<file path="src/rtl/uart8_tx_fifo.sv">
// Byte FIFO that feeds an 8-bit UART transmitter through a level-held txStart/txBusy handshake.
// Define UART8_TX_FIFO_SYNC_EN to pass txBusy through a 2-flop synchronizer when the transmitter clock is asynchronous.
module uart8_tx_fifo #(
  parameter int DEPTH_LOG2 = 4
) (
  input  logic                  clk,
  input  logic                  rstN,
  input  logic                  en,
  input  logic                  wrEn,
  input  logic [7:0]            wrData,
  input  logic                  clrOvf,
  output logic                  full,
  output logic                  empty,
  output logic [DEPTH_LOG2:0]   count,
  output logic                  overflow,
  output logic                  txStart,
  output logic [7:0]            txData,
  input  logic                  txBusy,
  output logic [1:0]            o_dbg_state
);

  localparam int DEPTH = 1 << DEPTH_LOG2;
  localparam logic [DEPTH_LOG2:0] FULL_CNT = {1'b1, {DEPTH_LOG2{1'b0}}};

  typedef enum logic [1:0] {
    S_IDLE  = 2'd0,
    S_START = 2'd1,
    S_WAIT  = 2'd2
  } state_t;

  state_t                r_state;
  state_t                w_next;
  logic [7:0]            r_mem [DEPTH];
  logic [DEPTH_LOG2-1:0] r_wp;
  logic [DEPTH_LOG2-1:0] r_rp;
  logic [DEPTH_LOG2:0]   r_count;
  logic                  r_overflow;
  logic [7:0]            r_tx_data;
  logic                  w_full;
  logic                  w_empty;
  logic                  w_wr;
  logic                  w_drop;
  logic                  w_pop;
  logic                  w_busy;

`ifdef UART8_TX_FIFO_SYNC_EN
  logic r_busy_s1;
  logic r_busy_s2;

  always_ff @(posedge clk) begin
    if (!rstN) begin
      r_busy_s1 <= 1'b0;
      r_busy_s2 <= 1'b0;
    end else begin
      r_busy_s1 <= txBusy;
      r_busy_s2 <= r_busy_s1;
    end
  end

  assign w_busy = r_busy_s2;
`else
  assign w_busy = txBusy;
`endif

  assign w_full  = (r_count == FULL_CNT);
  assign w_empty = (r_count == '0);
  // Full is judged on the pre-edge count, so a same-cycle pop never rescues a write.
  assign w_wr    = wrEn && !w_full;
  assign w_drop  = wrEn && w_full;

  always_comb begin
    w_next = r_state;
    w_pop  = 1'b0;
    case (r_state)
      S_IDLE: begin
        if (en && !w_empty) begin
          w_pop  = 1'b1;
          w_next = S_START;
        end
      end
      S_START: if (w_busy) w_next = S_WAIT;
      S_WAIT:  if (!w_busy) w_next = S_IDLE;
      default: w_next = S_IDLE;
    endcase
  end

  always_ff @(posedge clk) begin
    if (!rstN) begin
      r_state    <= S_IDLE;
      r_wp       <= '0;
      r_rp       <= '0;
      r_count    <= '0;
      r_overflow <= 1'b0;
      r_tx_data  <= '0;
    end else begin
      r_state <= w_next;
      if (w_wr) r_wp <= r_wp + DEPTH_LOG2'(1);
      if (w_pop) begin
        r_rp      <= r_rp + DEPTH_LOG2'(1);
        r_tx_data <= r_mem[r_rp];
      end
      case ({w_wr, w_pop})
        2'b10:   r_count <= r_count + (DEPTH_LOG2+1)'(1);
        2'b01:   r_count <= r_count - (DEPTH_LOG2+1)'(1);
        default: r_count <= r_count;
      endcase
      if (w_drop)      r_overflow <= 1'b1;
      else if (clrOvf) r_overflow <= 1'b0;
    end
  end

  always_ff @(posedge clk) begin
    if (w_wr) r_mem[r_wp] <= wrData;
  end

  assign full        = w_full;
  assign empty       = w_empty;
  assign count       = r_count;
  assign overflow    = r_overflow;
  assign txStart     = (r_state == S_START);
  assign txData      = r_tx_data;
  assign o_dbg_state = r_state;

endmodule

</file>
<file path="config.mk">
export PLATFORM = sky130hd
export DESIGN_NAME = uart8_tx_fifo
export DESIGN_NICKNAME = d
export VERILOG_FILES = /design/src/rtl/uart8_tx_fifo.sv
export SDC_FILE = /design/constraint.sdc
export NUM_CORES = 1
export LEC_CHECK = 0
export BUFFER_PORTS_ARGS = -buffer_cell sky130_fd_sc_hd__buf_2
export CAP_MARGIN = 25
export CORE_MARGIN = 3
export CORE_UTILIZATION = 55
export DETAILED_ROUTE_END_ITERATION = 8
export PLACE_DENSITY = 0.73
export SLEW_MARGIN = 0
export SYNTH_ARGS = -nofsm -noshare
export SYNTH_HDL_FRONTEND = slang
export SYNTH_SLANG_ARGS = --single-unit
</file>
<file path="constraint.sdc">
create_clock -name clk -period 3.1 [get_ports clk]
set_input_delay 0.62 -clock clk [delete_from_list [all_inputs] [get_ports clk]]
set_output_delay 0.62 -clock clk [all_outputs]
set_load 0.01 [all_outputs]
</file>
==> summary.md <==
| Metric | Value |
|---|---|
| Cts repair resizes | `0` |
| CTS Sinks | `152` |
| Period utilisation layout | `82.8%` |
| Fin nets | `460` |
| Routed WL | `11500 um` |
| Die W | `112 um` |
| Crit path cell chain | `nor4_1, a21boi_1, ha_1, fa_1, a21o_1, a21oi_1, mux2i_1, mux2i_1` |
| EDFF count, synth | `128` |
| CTS Buf Count | `17` |
| Total number of vias | `3389` |
| R2R cell count | `8` |
| Number of DRC markers in iteration 0 | `222` |
| Cells after Synth | `396` |
| Most common cell on crit path | `mux2i_1` |
| Family with the most delay on the worst path | `adder cells` |
| Mapped Nets | `420` |
| Core footprint | `10600 um2` |
| Post-synth ARST share | `0%` |
| Crit path DAT | `3.03 ns` |
| Total of max-cap violations | `0` |
| Post-route ant nets | `0` |
| Total congestion overflow | `0` |
| WHS | `0.341 ns` |
| Slew Limit Fails | `0` |
| Crit-path max FO | `6` |
| Effective utilization at floorplan | `57.9%` |
| First-pass GRT wire length | `17800 um` |
| VDD IR max | `0.000519 V` |
| Site row count | `37` |
| Req. time, crit path | `3.56 ns` |
| DR pass1 iterations | `5` |
| Worst clock skew | `0.00716 ns` |
| Reg clk slew, reported paths | `0.07 ns` |
| Slew @ Worst Pin | `0.796 ns` |
| Setup crit start kind | `flip-flop` |
| #FFs+latches synth | `152` |
| Buf/Inv on CP | `0` |
| Finish-stage setup viols | `0` |
| Met1 Use GR | `25.4%` |
| Seq/Total Area, Yosys | `70.5%` |
| Initial antenna violation count | `0` |
| Hold Path Class | `input pin to flip-flop` |
| Most frequent cells in the layout | `edfxtp_1 (128), mux2i_1 (65), buf_2 (32), o22ai_1 (30), dfxtp_1 (23)` |
| Fin crit period | `2.57 ns` |
| Pwr Density | `749 nW/um2` |
| Worst rel slew slack | `46.7%` |
| Met3 GRT Util | `5.11%` |
| CP Capture Type | `flip-flop` |
| Gpl congestion | `0.796` |
| Final Hold Viols | `0` |
| Top FF cell, synth | `edfxtp_1` |
| Leakage | `2.36 nW` |
| Commonest non-fill, non-tap cell in the layout | `edfxtp_1` |
| Share of cells above drive strength 1 | `18.3%` |
| Global routing's busiest layer | `met2` |
| Via-to-Cell Ratio | `5.79` |
| Outcome | `finished, final reports clean` |
| WHS Path Cells | `2` |
| Post-Syn Area | `6140 um2` |
| CP Class | `flip-flop to flip-flop` |
| Chip height | `112 um` |
| Synthesized area per cell | `15.5 um2` |
| Full die area | `12500 um2` |
| Largest net degree at the start of global routing | `29` |
| Synth unique cells | `39` |
| Port bufs | `32` |
| Fmax | `0.390 GHz` |
| Worst Min Path Start | `txBusy` |
| CTS Buffer Depth | `2` |
| H-tree Lvls | `4` |
| Hold EP | `o_dbg_state[1]` |
| Reg-to-reg slack, setup | `0.53 ns` |
| Ys Warns | `0` |
| # hold bufs at CTS | `0` |
| FF-to-FF End | `count[4]` |
| GR Util met2 | `30.2%` |
| Worst reg2reg path startpoint | `count[0]` |
| Beginning of the critical path | `count[0]` |
| Number of setup buffers added after CTS | `0` |
| Critical path's largest stage delay | `0.46 ns` |
| Area grow syn2layout | `14.5%` |
| GRT Overall Usage | `19.1%` |
| TNS Setup | `0 ns` |
| Vias in the first global route | `3292` |
| CTS tree | `built` |
| Dpl hpwl | `7610 um` |
| Final worst slack | `0.533 ns` |
| Slowest cell on the critical path | `nor4_1` |
| Worst skew pair latency | `0.53 ns` |
| Ports | `33` |
| DRC | `0` |
| RSZ-0062 raised after global routing | `false` |
| Pre-CTS WS | `0.349 ns` |
| Wire per inst | `19.6 um` |
| ANT cells | `0` |
| Root Buffer | `clkbuf_8` |
| Fin util | `66.3%` |
power by group:
group	switching [W]	internal (W)
registers	0.000106	0.00236
clock network	0.000802	0.00114
logic	0.000503	0.000349
cells in the mapped netlist, types with 2 or more instances:
master    number  share of area [%]
a21oi_1       10               0.82
a31oi_1        2               0.20
and2_1         8               0.82
and3_1         3               0.31
buf_2         12               0.98
clkbuf_1       8               0.49
dfxtp_1       24                7.8
edfxtp_1     128                 63
ha_1           9                1.8
inv_1          5               0.31
mux2i_1       65                 11
mux4_2         2               0.73
nand2_1        7               0.43
nand2b_1       3               0.31
nand3_1        2               0.16
nand3b_1       3               0.37
nor2_1        16               0.98
nor2b_1        8               0.82
nor3_1         4               0.33
nor3b_1        2               0.24
nor4_1         8               0.82
o211ai_1       2               0.24
o21ai_0       10               0.82
o22ai_1       30                3.1
or3b_2         3               0.43
xnor2_1        7                1.0
xor2_1         3               0.43
how the worst max path moves through the flow:
stage / slack [ns] / depth (start not counted) / end
after floorplan: 0.21 / 10 / count[4]
after global placement: 0.42 / 9 / count[4]
after detailed placement: 0.35 / 9 / count[4]
after CTS: 0.53 / 8 / count[4]
after global routing: 0.37 / 8 / count[4]
final: 0.53 / 8 / count[4]
registers in the layout (all words and copies together), names as in the netlist:
signal and flops:
overflow 1, r_mem 128, r_rp 4, o_dbg_state 2, txData 8, count 5
r_wp 4
layer usage:
layer | up-vias | share of wire [%]
met5 | - | 0
met4 | 0 | 2.0
met3 | 25 | 5.6
met2 | 98 | 48
met1 | 1660 | 44
li1 | 1606 | -
logic make-up after synthesis:
kind of cell | share of synthesized area, %
compound gates | 6.32
flops | 70.5
fa+ha+maj | 2.16
simple gates | 6.28
mux | 11.3
buf+inv | 2.02
xor+xnor | 1.43
area by class of cell:
| class | count | area [um2] |
|---|---|---|
| clock buffer | 17 | 414 |
| clock inverter | 15 | 153 |
| fill | 744 | 3570 |
| inverter | 5 | 18.8 |
| multi-input combinational | 217 | 1690 |
| sequential | 152 | 4330 |
| tap | 136 | 170 |
| timing repair buffer | 43 | 255 |
per-stage QoR:
stage	area [um2]	total power, W	std cells
detailed placement	6460	0.00336	553
finish	7030	0.00526	585
global placement	6460	0.00333	553
global route	7030	0.00548	585
CTS	7030	0.00529	585
floorplan	6140	0.00308	396
(Power assumes the default switching activity.)
